**src/rtl/llr_sched_pkg.sv**
```systemverilog
// Shared types and constants for the per-user LLR send scheduler.
// State encoding is one-hot so each state bit can be probed directly.
package llr_sched_pkg;

  localparam int RE_W    = 16;
  localparam int RATE_W  = 16;
  localparam int ENTRY_W = RE_W + RATE_W;

  typedef enum logic [7:0] {
    ST_IDLE = 8'h01,
    ST_LOAD = 8'h02,
    ST_RST  = 8'h04,
    ST_RUN  = 8'h08,
    ST_NEXT = 8'h10,
    ST_DONE = 8'h20
  } sched_state_e;

  // Table entry: re_amounts in [15:0], IQ/noise rate in [31:16].
  typedef struct packed {
    logic [RATE_W-1:0] rate;
    logic [RE_W-1:0]   re_amounts;
  } cfg_entry_t;

  // Strobes the sender emits for one user: 2*ceil(re/4), in 17 bits.
  function automatic logic [16:0] strobe_target(input logic [RE_W-1:0] re);
    logic [16:0] s;
    s = {1'b0, re} + 17'd3;
    return {1'b0, s[16:2], 1'b0};
  endfunction

endpackage

```
**src/rtl/llr_user_cfg_table.sv**
```systemverilog
// Per-user configuration register file: one synchronous write port,
// one combinational read port. A same-cycle write/read returns old data.
module llr_user_cfg_table
  import llr_sched_pkg::*;
#(
  parameter int MAX_USERS  = 8,
  parameter int USER_IDX_W = 3
) (
  input  logic                  i_core_clk,
  input  logic                  i_rx_rstn,
  input  logic                  i_wr_en,
  input  logic [USER_IDX_W-1:0] i_wr_addr,
  input  logic [ENTRY_W-1:0]    i_wr_data,
  input  logic [USER_IDX_W-1:0] i_rd_addr,
  output logic [ENTRY_W-1:0]    o_rd_data
);

  logic [ENTRY_W-1:0] mem [MAX_USERS];

  // Table storage; out-of-range writes are dropped.
  always_ff @(posedge i_core_clk or negedge i_rx_rstn) begin
    if (!i_rx_rstn) begin
      for (int i = 0; i < MAX_USERS; i++) mem[i] <= '0;
    end else if (i_wr_en && (32'(i_wr_addr) < MAX_USERS)) begin
      mem[i_wr_addr] <= i_wr_data;
    end
  end

  assign o_rd_data = mem[i_rd_addr];

endmodule

```
**src/rtl/llr_user_send_scheduler.sv**
```systemverilog
// Per-user sequencer for the slow-PHY-to-LLR sender. Walks users 0..N-1,
// presents each user's config, holds the sender FSM in reset, then counts
// sender data strobes until the user is finished or the sender stalls.
// Optional macro LLR_SCHED_PERF_EN adds per-user cycle statistics.
//
// Sender interface: o_rx_fsm_rstn high means the sender may run; every
// cycle with i_sender_strobe=1 while running is one completed data beat.
// There is no backpressure; the scheduler only observes the strobes.
module llr_user_send_scheduler
  import llr_sched_pkg::*;
#(
  parameter int          MAX_USERS      = 8,
  parameter int          USER_IDX_W     = 3,
  parameter int          RST_CYCLES     = 2,
  parameter logic [15:0] TIMEOUT_CYCLES = 16'hFFFF
) (
  input  logic                  i_core_clk,
  input  logic                  i_rx_rstn,
  input  logic                  i_cfg_wr_en,
  input  logic [USER_IDX_W-1:0] i_cfg_wr_addr,
  input  logic [15:0]           i_cfg_wr_re_amounts,
  input  logic [15:0]           i_cfg_wr_iq_noise_rate,
  input  logic                  i_sched_start,
  input  logic [USER_IDX_W:0]   i_num_users,
  input  logic                  i_sender_strobe,
  output logic                  o_rx_fsm_rstn,
  output logic [15:0]           o_cur_user_re_amounts,
  output logic [15:0]           o_user_iq_noise_rate,
  output logic [USER_IDX_W-1:0] o_cur_user_idx,
  output logic                  o_busy,
  output logic                  o_user_done,
  output logic                  o_all_done,
  output logic                  o_timeout_err,
  output sched_state_e          o_dbg_state
`ifdef LLR_SCHED_PERF_EN
  ,
  output logic [15:0]           o_user_cycles,
  output logic [15:0]           o_max_user_cycles
`endif
);

  localparam logic [USER_IDX_W:0] MAX_U      = (USER_IDX_W+1)'(MAX_USERS);
  localparam logic [15:0]         RST_LAST   = 16'(RST_CYCLES - 1);
  localparam logic [16:0]         STALL_LAST = {1'b0, TIMEOUT_CYCLES} - 17'd1;
  localparam logic [16:0]         CNT_MAX    = '1;

  sched_state_e          state, nxt;
  logic [USER_IDX_W-1:0] idx;
  logic [USER_IDX_W:0]   num_users_q, num_clamped, idx_plus1;
  logic [15:0]           rst_cnt;
  logic [16:0]           target_n, strobe_cnt, stall_cnt, strobe_inc, stall_inc;
  logic [ENTRY_W-1:0]    rd_data;
  cfg_entry_t            rd_entry;
  logic                  skip_user;

  llr_user_cfg_table #(
    .MAX_USERS  (MAX_USERS),
    .USER_IDX_W (USER_IDX_W)
  ) u_cfg_table (
    .i_core_clk (i_core_clk),
    .i_rx_rstn  (i_rx_rstn),
    .i_wr_en    (i_cfg_wr_en),
    .i_wr_addr  (i_cfg_wr_addr),
    .i_wr_data  ({i_cfg_wr_iq_noise_rate, i_cfg_wr_re_amounts}),
    .i_rd_addr  (idx),
    .o_rd_data  (rd_data)
  );

  assign rd_entry       = cfg_entry_t'(rd_data);
  assign skip_user      = (rd_entry.re_amounts == '0) || (rd_entry.rate == '0);
  assign num_clamped    = (i_num_users > MAX_U) ? MAX_U : i_num_users;
  assign idx_plus1      = {1'b0, idx} + (USER_IDX_W+1)'(1);
  assign strobe_inc     = (i_sender_strobe && strobe_cnt != CNT_MAX) ? strobe_cnt + 17'd1 : strobe_cnt;
  assign stall_inc      = (stall_cnt != CNT_MAX) ? stall_cnt + 17'd1 : stall_cnt;
  assign o_cur_user_idx = idx;
  assign o_dbg_state    = state;

  // Next-state decode; completion is checked before the stall timeout.
  always_comb begin
    nxt = state;
    case (state)
      ST_IDLE: if (i_sched_start) nxt = (num_clamped == '0) ? ST_DONE : ST_LOAD;
      ST_LOAD: nxt = skip_user ? ST_NEXT : ST_RST;
      ST_RST:  if (rst_cnt == RST_LAST) nxt = ST_RUN;
      ST_RUN: begin
        if (strobe_inc == target_n) nxt = ST_NEXT;
        else if (!i_sender_strobe && stall_cnt == STALL_LAST) nxt = ST_DONE;
      end
      ST_NEXT: nxt = (idx_plus1 == num_users_q) ? ST_DONE : ST_LOAD;
      ST_DONE: nxt = ST_IDLE;
      default: nxt = ST_IDLE;
    endcase
  end

  // Scheduler FSM with all outputs registered from the next state.
  always_ff @(posedge i_core_clk or negedge i_rx_rstn) begin
    if (!i_rx_rstn) begin
      state                 <= ST_IDLE;
      idx                   <= '0;
      num_users_q           <= '0;
      rst_cnt               <= '0;
      target_n              <= '0;
      strobe_cnt            <= '0;
      stall_cnt             <= '0;
      o_rx_fsm_rstn         <= 1'b0;
      o_cur_user_re_amounts <= '0;
      o_user_iq_noise_rate  <= '0;
      o_busy                <= 1'b0;
      o_user_done           <= 1'b0;
      o_all_done            <= 1'b0;
      o_timeout_err         <= 1'b0;
    end else begin
      state         <= nxt;
      o_rx_fsm_rstn <= (nxt == ST_RUN);
      o_busy        <= (nxt != ST_IDLE);
      o_user_done   <= (nxt == ST_NEXT);
      o_all_done    <= (nxt == ST_DONE);
      case (state)
        ST_IDLE: begin
          if (i_sched_start) begin
            idx           <= '0;
            num_users_q   <= num_clamped;
            o_timeout_err <= 1'b0;
          end
        end
        ST_LOAD: begin
          o_cur_user_re_amounts <= rd_entry.re_amounts;
          o_user_iq_noise_rate  <= rd_entry.rate;
          target_n              <= strobe_target(rd_entry.re_amounts);
          rst_cnt               <= '0;
          strobe_cnt            <= '0;
          stall_cnt             <= '0;
        end
        ST_RST:  rst_cnt <= rst_cnt + 16'd1;
        ST_RUN: begin
          strobe_cnt <= strobe_inc;
          stall_cnt  <= i_sender_strobe ? 17'd0 : stall_inc;
          if (nxt == ST_DONE) o_timeout_err <= 1'b1;
        end
        ST_NEXT: idx <= idx + 1'b1;
        default: ;
      endcase
    end
  end

`ifdef LLR_SCHED_PERF_EN
  logic [15:0] cyc_cnt, cyc_inc;
  assign cyc_inc = (cyc_cnt != 16'hFFFF) ? cyc_cnt + 16'd1 : cyc_cnt;

  // Per-user cycle count from RST entry to NEXT, plus running maximum.
  always_ff @(posedge i_core_clk or negedge i_rx_rstn) begin
    if (!i_rx_rstn) begin
      cyc_cnt           <= '0;
      o_user_cycles     <= '0;
      o_max_user_cycles <= '0;
    end else begin
      if (state == ST_IDLE && i_sched_start) o_max_user_cycles <= '0;
      if (state == ST_LOAD) cyc_cnt <= '0;
      else if (state == ST_RST || state == ST_RUN) cyc_cnt <= cyc_inc;
      if (nxt == ST_NEXT) begin
        if (state == ST_LOAD) begin
          o_user_cycles <= '0;
        end else begin
          o_user_cycles <= cyc_inc;
          if (cyc_inc > o_max_user_cycles) o_max_user_cycles <= cyc_inc;
        end
      end
    end
  end
`endif

endmodule

```
**config.mk**
```make
export PLATFORM = sky130hd
export DESIGN_NAME = llr_user_send_scheduler
export DESIGN_NICKNAME = d
export VERILOG_FILES = /design/src/rtl/llr_sched_pkg.sv /design/src/rtl/llr_user_cfg_table.sv /design/src/rtl/llr_user_send_scheduler.sv
export SDC_FILE = /design/constraint.sdc
export NUM_CORES = 1
export LEC_CHECK = 0
export BUFFER_PORTS_ARGS = -buffer_cell sky130_fd_sc_hd__buf_2
export CAP_MARGIN = 20
export CORE_ASPECT_RATIO = 0.75
export CORE_MARGIN = 2
export CORE_UTILIZATION = 45
export CTS_BUF_LIST = sky130_fd_sc_hd__clkbuf_4 sky130_fd_sc_hd__clkbuf_8
export CTS_CLUSTER_SIZE = 40
export DETAILED_ROUTE_END_ITERATION = 8
export GPL_TIMING_DRIVEN = 0
export SLEW_MARGIN = 20
export SYNTH_ARGS = -nofsm -noshare
export SYNTH_HDL_FRONTEND = slang
export SYNTH_SLANG_ARGS = --single-unit
```
**constraint.sdc**
```tcl
create_clock -name i_core_clk -period 4.2 [get_ports i_core_clk]
set_input_delay 0.21 -clock i_core_clk [delete_from_list [all_inputs] [get_ports i_core_clk]]
set_output_delay 0.21 -clock i_core_clk [all_outputs]
set_load 0.05 [all_outputs]
```
==> flow_summary.ini, run 1 <==
[run_status]
status = finished, final reports clean

[sta]
drv_slew = 0
hold_viol = 0
fin_crit_ps = 4106
min_period_over_period_pct = 97.75
rsz0062_at_grt = no
worst_pin_slew_ps = 969.7
max_freq_ghz = 0.2436
skew_ps = 16.85
setup_viol = 0
slew_headroom_pct = 35.35

[layout]
stdcell_area_um2 = 20450
seqCellArea_um2 = 9335
nets = 1577
syn_to_final_growth_pct = 16.11
final_core_util_pct = 53.16
fillers = 3335
multi_input_area_um2 = 7880
drive_gt1_share_pct = 34.48

[setup_path]
cp-end-kind = register
startpoint_type = register
path_buf_inv = 4
cp_slowest_stage_delay_ps = 750
crit_type = register to register
critPathArrivalTime_ps = 4630
cp_max_fo = 10
cp_top_family = buffers and inverters
cp_cell_sequence = inv_1, buf_2, buf_1, mux2i_1, nand4_1, nor4_1, a41o_1, inv_2, o22ai_1
slowest_stage = buf_1
required_ps = 4720

[pwr]
power_frac_comb_pct = 17.3
power_density_nw_per_um2 = 457.2
clkPwrFrac_pct = 34.3
p_int_w = 0.006826
peakVddDrop_mv = 0.2260
finalPower_w = 0.009351
p_seq_share_pct = 48.4
power_switching_w = 0.002525
power.leakage_nw = 8.839
sw_frac_of_total_pct = 27.00

[yosys]
synth_edf_count = 0
async_flop_share_pct = 100.0
syn-mean-instance-area_um2 = 13.24
synth.distinct_cells = 76
synthFlopType = dfrtp_1
synth-seq-area-share_pct = 52.99
syn_area_um2 = 17620
synthCells = 1330
ys_ff_latch = 373
synth.yosys.warnings = 0

[detailed_routing]
drc = 0
viasPerCell = 5.680
postRouteAntennaNets = 0
drtIter0Drc = 817
drt_wl_total_mm = 44.49
vias = 11820
wl_per_cell_um = 21.39
firstDrtPassIters = 5

[placement]
numPortBuffers = 88
place.gp.congestion = 0.8078
hpwlAfterDp_mm = 30.25
dpl_cell_area_um2 = 18820

[clock_network]
cts_inserted_buffers = 59
cts_root_buf = clkbuf_8
ctsHtreeMaxLevel = 2
cts_resized = 0
clock_sinks = 373
cts_tree = yes
clock_path_buffers = 3
clkTransAtPathRegs_ps = 60
clk_latency_ps = 620

[grt]
grt_pass1_vias = 11800
grt_util_all_layers_pct = 22.23
grt_max_degree = 98
grt_pass1_wl_mm = 69.73
antenna_found_initial = 6
grt.overflow.total = 0

[die]
start_util_pct = 45.78
fp.dieH_um = 175.3
rows = 62
dieArea_um2 = 40760
dieWidth_um = 232.5
core_area_um2 = 38480
ios = 92

[run]
maxCapViolCount = 0

[min_path]
hold_path.class = primary input to async pin
-- layer usage --
layer / share of wire [%] / global-route usage (%) / vias up
li1: - / - / 5342
met1: 49 / 33.87 / 6109
met2: 43 / 32.12 / 281
met3: 5.5 / 4.627 / 77
met4: 2.2 / 6.184 / 6
met5: 0.097 / 0 / -
-- state kept, by name, indices dropped and copies added (netlist names), 8 cells and up --
signal,cells
o_cur_user_re_amounts,16
u_cfg_table.mem,256
target_n,15
o_dbg_state,8
o_user_iq_noise_rate,16
strobe_cnt,17
stall_cnt,17
rst_cnt,16
-- synthesized netlist by cell type (4+ instances only) --
cell | n | area, um^2
a21oi_1 | 13 | 65.06
a221o_1 | 4 | 40.04
a22o_1 | 6 | 52.55
a31oi_1 | 6 | 37.54
and2_1 | 8 | 50.05
and3_1 | 7 | 43.79
and3b_1 | 4 | 35.03
buf_2 | 8 | 40.04
buf_6 | 5 | 56.30
clkbuf_1 | 49 | 183.9
dfrtp_1 | 372 | 9309
ha_1 | 8 | 100.1
inv_1 | 13 | 48.80
mux2_2 | 268 | 3018
mux2i_1 | 40 | 400.4
mux4_1 | 20 | 525.5
mux4_2 | 38 | 855.8
nand2_1 | 97 | 364.1
nand2b_1 | 8 | 50.05
nand3_1 | 23 | 115.1
nand3b_1 | 4 | 30.03
nand4_1 | 16 | 100.1
nand4b_1 | 6 | 52.55
nor2_1 | 56 | 210.2
nor2b_1 | 5 | 31.28
nor3_1 | 15 | 75.07
nor3b_1 | 7 | 52.55
nor4_1 | 12 | 75.07
o21ai_0 | 78 | 390.4
o22ai_1 | 5 | 31.28
o31ai_1 | 17 | 127.6
xnor2_1 | 28 | 245.2
xor2_1 | 17 | 148.9
-- power by group through the flow --
stage | registers (W) | clock network (W) | logic, W
after floorplan | 0.00459 | 0 | 0.00104
after global placement | 0.00456 | 0 | 0.00153
after detailed placement | 0.00458 | 0 | 0.00159
after CTS | 0.00452 | 0.00329 | 0.00162
after global routing | 0.00460 | 0.00348 | 0.00175
final | 0.00453 | 0.00321 | 0.00162
-- cell families (layout without fill, tap and decap cells) --
kind of cell	after synthesis	in the layout	share of synthesized area (%)
xor gates and xnor gates	45	45	2.237
AOI/OAI and AO/OA	164	164	6.030
other	1	4	0.02129
muxes	369	369	27.53
buffers and inverters	83	318	2.294
and+or+nand+nor	287	287	8.325
adders and majority gates	8	8	0.5682
DFF	373	373	52.99
-- stage by stage --
stage               hold slack [ps]  instances  worst slack [ps]  TNS (ps)
floorplan                    -85.59       1331              1045         0
global placement              464.2       1931             -4481  -1653880
detailed placement            90.18       1935             228.7         0
CTS                           27.63       2077             188.7         0
global route                  67.86       2080             6.615         0
finish                        56.22       2080             94.36         0
-- area by class of cell --
cell class              instances  area share (%)
multi-input cells             875           38.53
diodes                          2         0.02447
flip-flops and latches        373           45.64
clock inverters                 6          0.2997
plain buffers                  69           1.719
well taps                     512           3.132
clock buffers                  96           5.665
inverters                      14          0.2569
repair buffers                133           4.735
-- cell usage in the layout (no fill, tap or decap), drive strengths merged, types with 4 or more instances in the layout --
| cell | instances |
|---|---|
| and2 | 9 |
| nor2b | 5 |
| a22o | 6 |
| buf | 112 |
| and3 | 7 |
| mux2 | 268 |
| dfrtp | 372 |
| o21ai | 81 |
| nor3 | 18 |
| nand2 | 97 |
| nor2 | 56 |
| nor4 | 15 |
| a211oi | 4 |
| inv | 15 |
| dlygate4sd3 | 40 |
| xor2 | 17 |
| nand3 | 23 |
| a31oi | 6 |
| a221o | 4 |
| nand4 | 17 |
| ha | 8 |
| nor3b | 8 |
| mux4 | 58 |
| and3b | 4 |
| o31ai | 17 |
| o22ai | 5 |
| nand4b | 6 |
| nand3b | 4 |
| nand2b | 8 |
| clkbuf | 146 |
| a21oi | 13 |
| xnor2 | 28 |
| mux2i | 43 |
-- repair_timing --
| action | 4_1_cts | 5_1_grt |
|---|---|---|
| endpoints found under the setup margin | 0 | 2 |
| hold buffers | 40 | 0 |
| hold endpoints to repair | 380 | 0 |
| setup buffers | 0 | 1 |
-- worst paths after layout --
path / start / to / slack, ps / cells past startpoint
max: o_cur_user_idx[1] / o_user_done / 90 / 9
min: i_rx_rstn / u_cfg_table.mem[182] / 60 / 2
max reg2reg: o_cur_user_idx[1] / o_user_done / 90 / 9
min reg2reg: o_cur_user_re_amounts[3] / o_cur_user_re_amounts[3] / 470 / 2
max in group asynchronous: i_rx_rstn / u_cfg_table.mem[38] / 2900 / 4
min in group i_core_clk: i_sender_strobe / stall_cnt[7] / 80 / 4
Note: power is estimated with default switching activity, not from simulation.
==> run 2, diff against run 1 <==
clock period = 4.4 ns   (was 4.2 ns; I/O delays follow)
==> run 2 against run 1 <==
Register-to-register slack better by 260 ps. Sequential cell count stayed put. Routed wire length hardly changed. Final area hardly changed. Utilization hardly changed. Fmax is 1.6% higher. Die area stayed put. Sequential share of layout area hardly changed. Combinational power is 5% lower.
==> flow_summary.ini, run 2 (synthesized netlist as in run 1, its figures left out) <==
[grt]
grt.overflow.total = 0
grt_pass1_vias = 11800
grt_max_degree = 98
antenna_found_initial = 6
grt_pass1_wl_mm = 69.73
grt_util_all_layers_pct = 22.23

[pwr]
p_int_w = 0.006515
power_switching_w = 0.002415
sw_frac_of_total_pct = 27.04
power.leakage_nw = 8.835
power_density_nw_per_um2 = 436.7
power_frac_comb_pct = 17.3
p_seq_share_pct = 48.4
peakVddDrop_mv = 0.2151
clkPwrFrac_pct = 34.3

[min_path]
hold_path.class = primary input to async pin

[detailed_routing]
vias = 11810
wl_per_cell_um = 21.38
postRouteAntennaNets = 0
firstDrtPassIters = 5
drtIter0Drc = 801
viasPerCell = 5.681
drc = 0
drt_wl_total_mm = 44.46

[die]
dieArea_um2 = 40760
core_area_um2 = 38480
start_util_pct = 45.78
ios = 92
rows = 62
dieWidth_um = 232.5
fp.dieH_um = 175.3

[setup_path]
crit_type = register to register
rr_startpoint = o_cur_user_idx[1]
crit_start = o_cur_user_idx[1]
startpoint_type = register
required_ps = 4910
critPathArrivalTime_ps = 4550
cp-end-kind = register
cp_max_fo = 10

[clock_network]
clock_path_buffers = 3
cts_inserted_buffers = 59
clk_latency_ps = 620
ctsHtreeMaxLevel = 2
cts_tree = yes
cts_setup_buffers = 0
cts_root_buf = clkbuf_8
clkTransAtPathRegs_ps = 60
clock_sinks = 373

[layout]
nets = 1576
final_core_util_pct = 53.14
stdcell_area_um2 = 20450
syn_to_final_growth_pct = 16.07
final_cell_mix = dfrtp_1 (372), mux2_2 (268), nand2_1 (97)
reg.largest.list = u_cfg_table.mem x256, stall_cnt x17, strobe_cnt x17
final_common_cell = dfrtp_1
largest_reg_flops = 256
drive_gt1_share_pct = 34.44
max_flop_register = u_cfg_table.mem
final_cells = 2079

[sta]
min_period_over_period_pct = 91.84
max_freq_ghz = 0.2475
rsz0062_at_grt = no
fin_crit_ps = 4041
worst_pin_slew_ps = 969.8
slew_headroom_pct = 33.50
drv_slew = 0
skew_ps = 17.06
hold_viol = 0
setup_viol = 0

[placement]
hpwlAfterDp_mm = 30.25
numPortBuffers = 88
dp.cells = 1935
dpl_cell_area_um2 = 18820
place.gp.congestion = 0.8078

[run]
maxCapViolCount = 0

[run_status]
status = finished, final reports clean
-- run 2: changes by cell type in the layout (fill, tap and decap cells not counted), sizes merged --
cell / before / now
buf: 112 / 111
-- run 2: final timing paths --
path	to	cells past startpoint	slack, ps
worst max-delay path	o_user_done	9	360
max in group asynchronous	u_cfg_table.mem[200]	4	3090
worst min-delay path	u_cfg_table.mem[182]	2	70
worst min register to register	o_cur_user_re_amounts[3]	2	480
worst max register to register	o_user_done	9	360
min in group i_core_clk	stall_cnt[7]	4	90
-- run 2: layout make-up --
| cell class | instances | area (um^2) |
|---|---|---|
| Antenna cell | 2 | 5.005 |
| Clock inverter | 6 | 61.31 |
| Sequential cell | 373 | 9335 |
| Multi-Input combinational cell | 875 | 7880 |
| Inverter | 14 | 52.55 |
| Timing Repair Buffer | 132 | 960.9 |
| Tap cell | 512 | 640.6 |
| Clock buffer | 96 | 1159 |
| Fill cell | 3336 | 18030 |
| Buffer | 69 | 351.6 |
-- run 2: critical path, stage by stage, from the launching register on --
cell and delay (ps):
dfrtp_1 470, inv_1 260, buf_2 490, buf_1 750
mux2i_1 610, nand4_1 260, nor4_1 560, a41o_1 290
inv_2 60, o22ai_1 170
-- run 2: through the flow --
step,hold WS [ps],worst slack (ps),setup TNS [ps],power (W)
6_report,69.34,359.2,0,0.008929
5_1_grt,77.86,134.7,0,0.009378
4_1_cts,37.63,388.7,0,0.009007
3_5_place_dp,100.2,428.7,0,0.005886
3_3_place_gp,464.2,-4291,-1583010,0.005813
2_1_floorplan,-75.59,1245,0,0.005381
-- run 2: power groups by stage --
stage	Sequential, W	Clock [W]	Combinational [W]
floorplan	0.00439	0	0.000996
global placement	0.00435	0	0.00146
detailed placement	0.00437	0	0.00151
CTS	0.00432	0.00314	0.00155
global route	0.00439	0.00332	0.00167
finish	0.00432	0.00307	0.00154
-- run 2: repair_timing --
action / 4_1_cts / 5_1_grt
hold buffers: 40 / 0
setup endpoints to repair: 0 / 0
resized for setup: 0 / 0
hold endpoints to repair: 380 / 0
-- run 2: routing by layer --
metal	part of all wire, %	wire (um)	vias up	track usage, %
li1	-	-	5346	-
met1	49	21990	6105	33.87
met2	43	19160	276	32.12
met3	5.2	2314	77	4.627
met4	2.2	957	6	6.184
met5	0.088	39	-	0
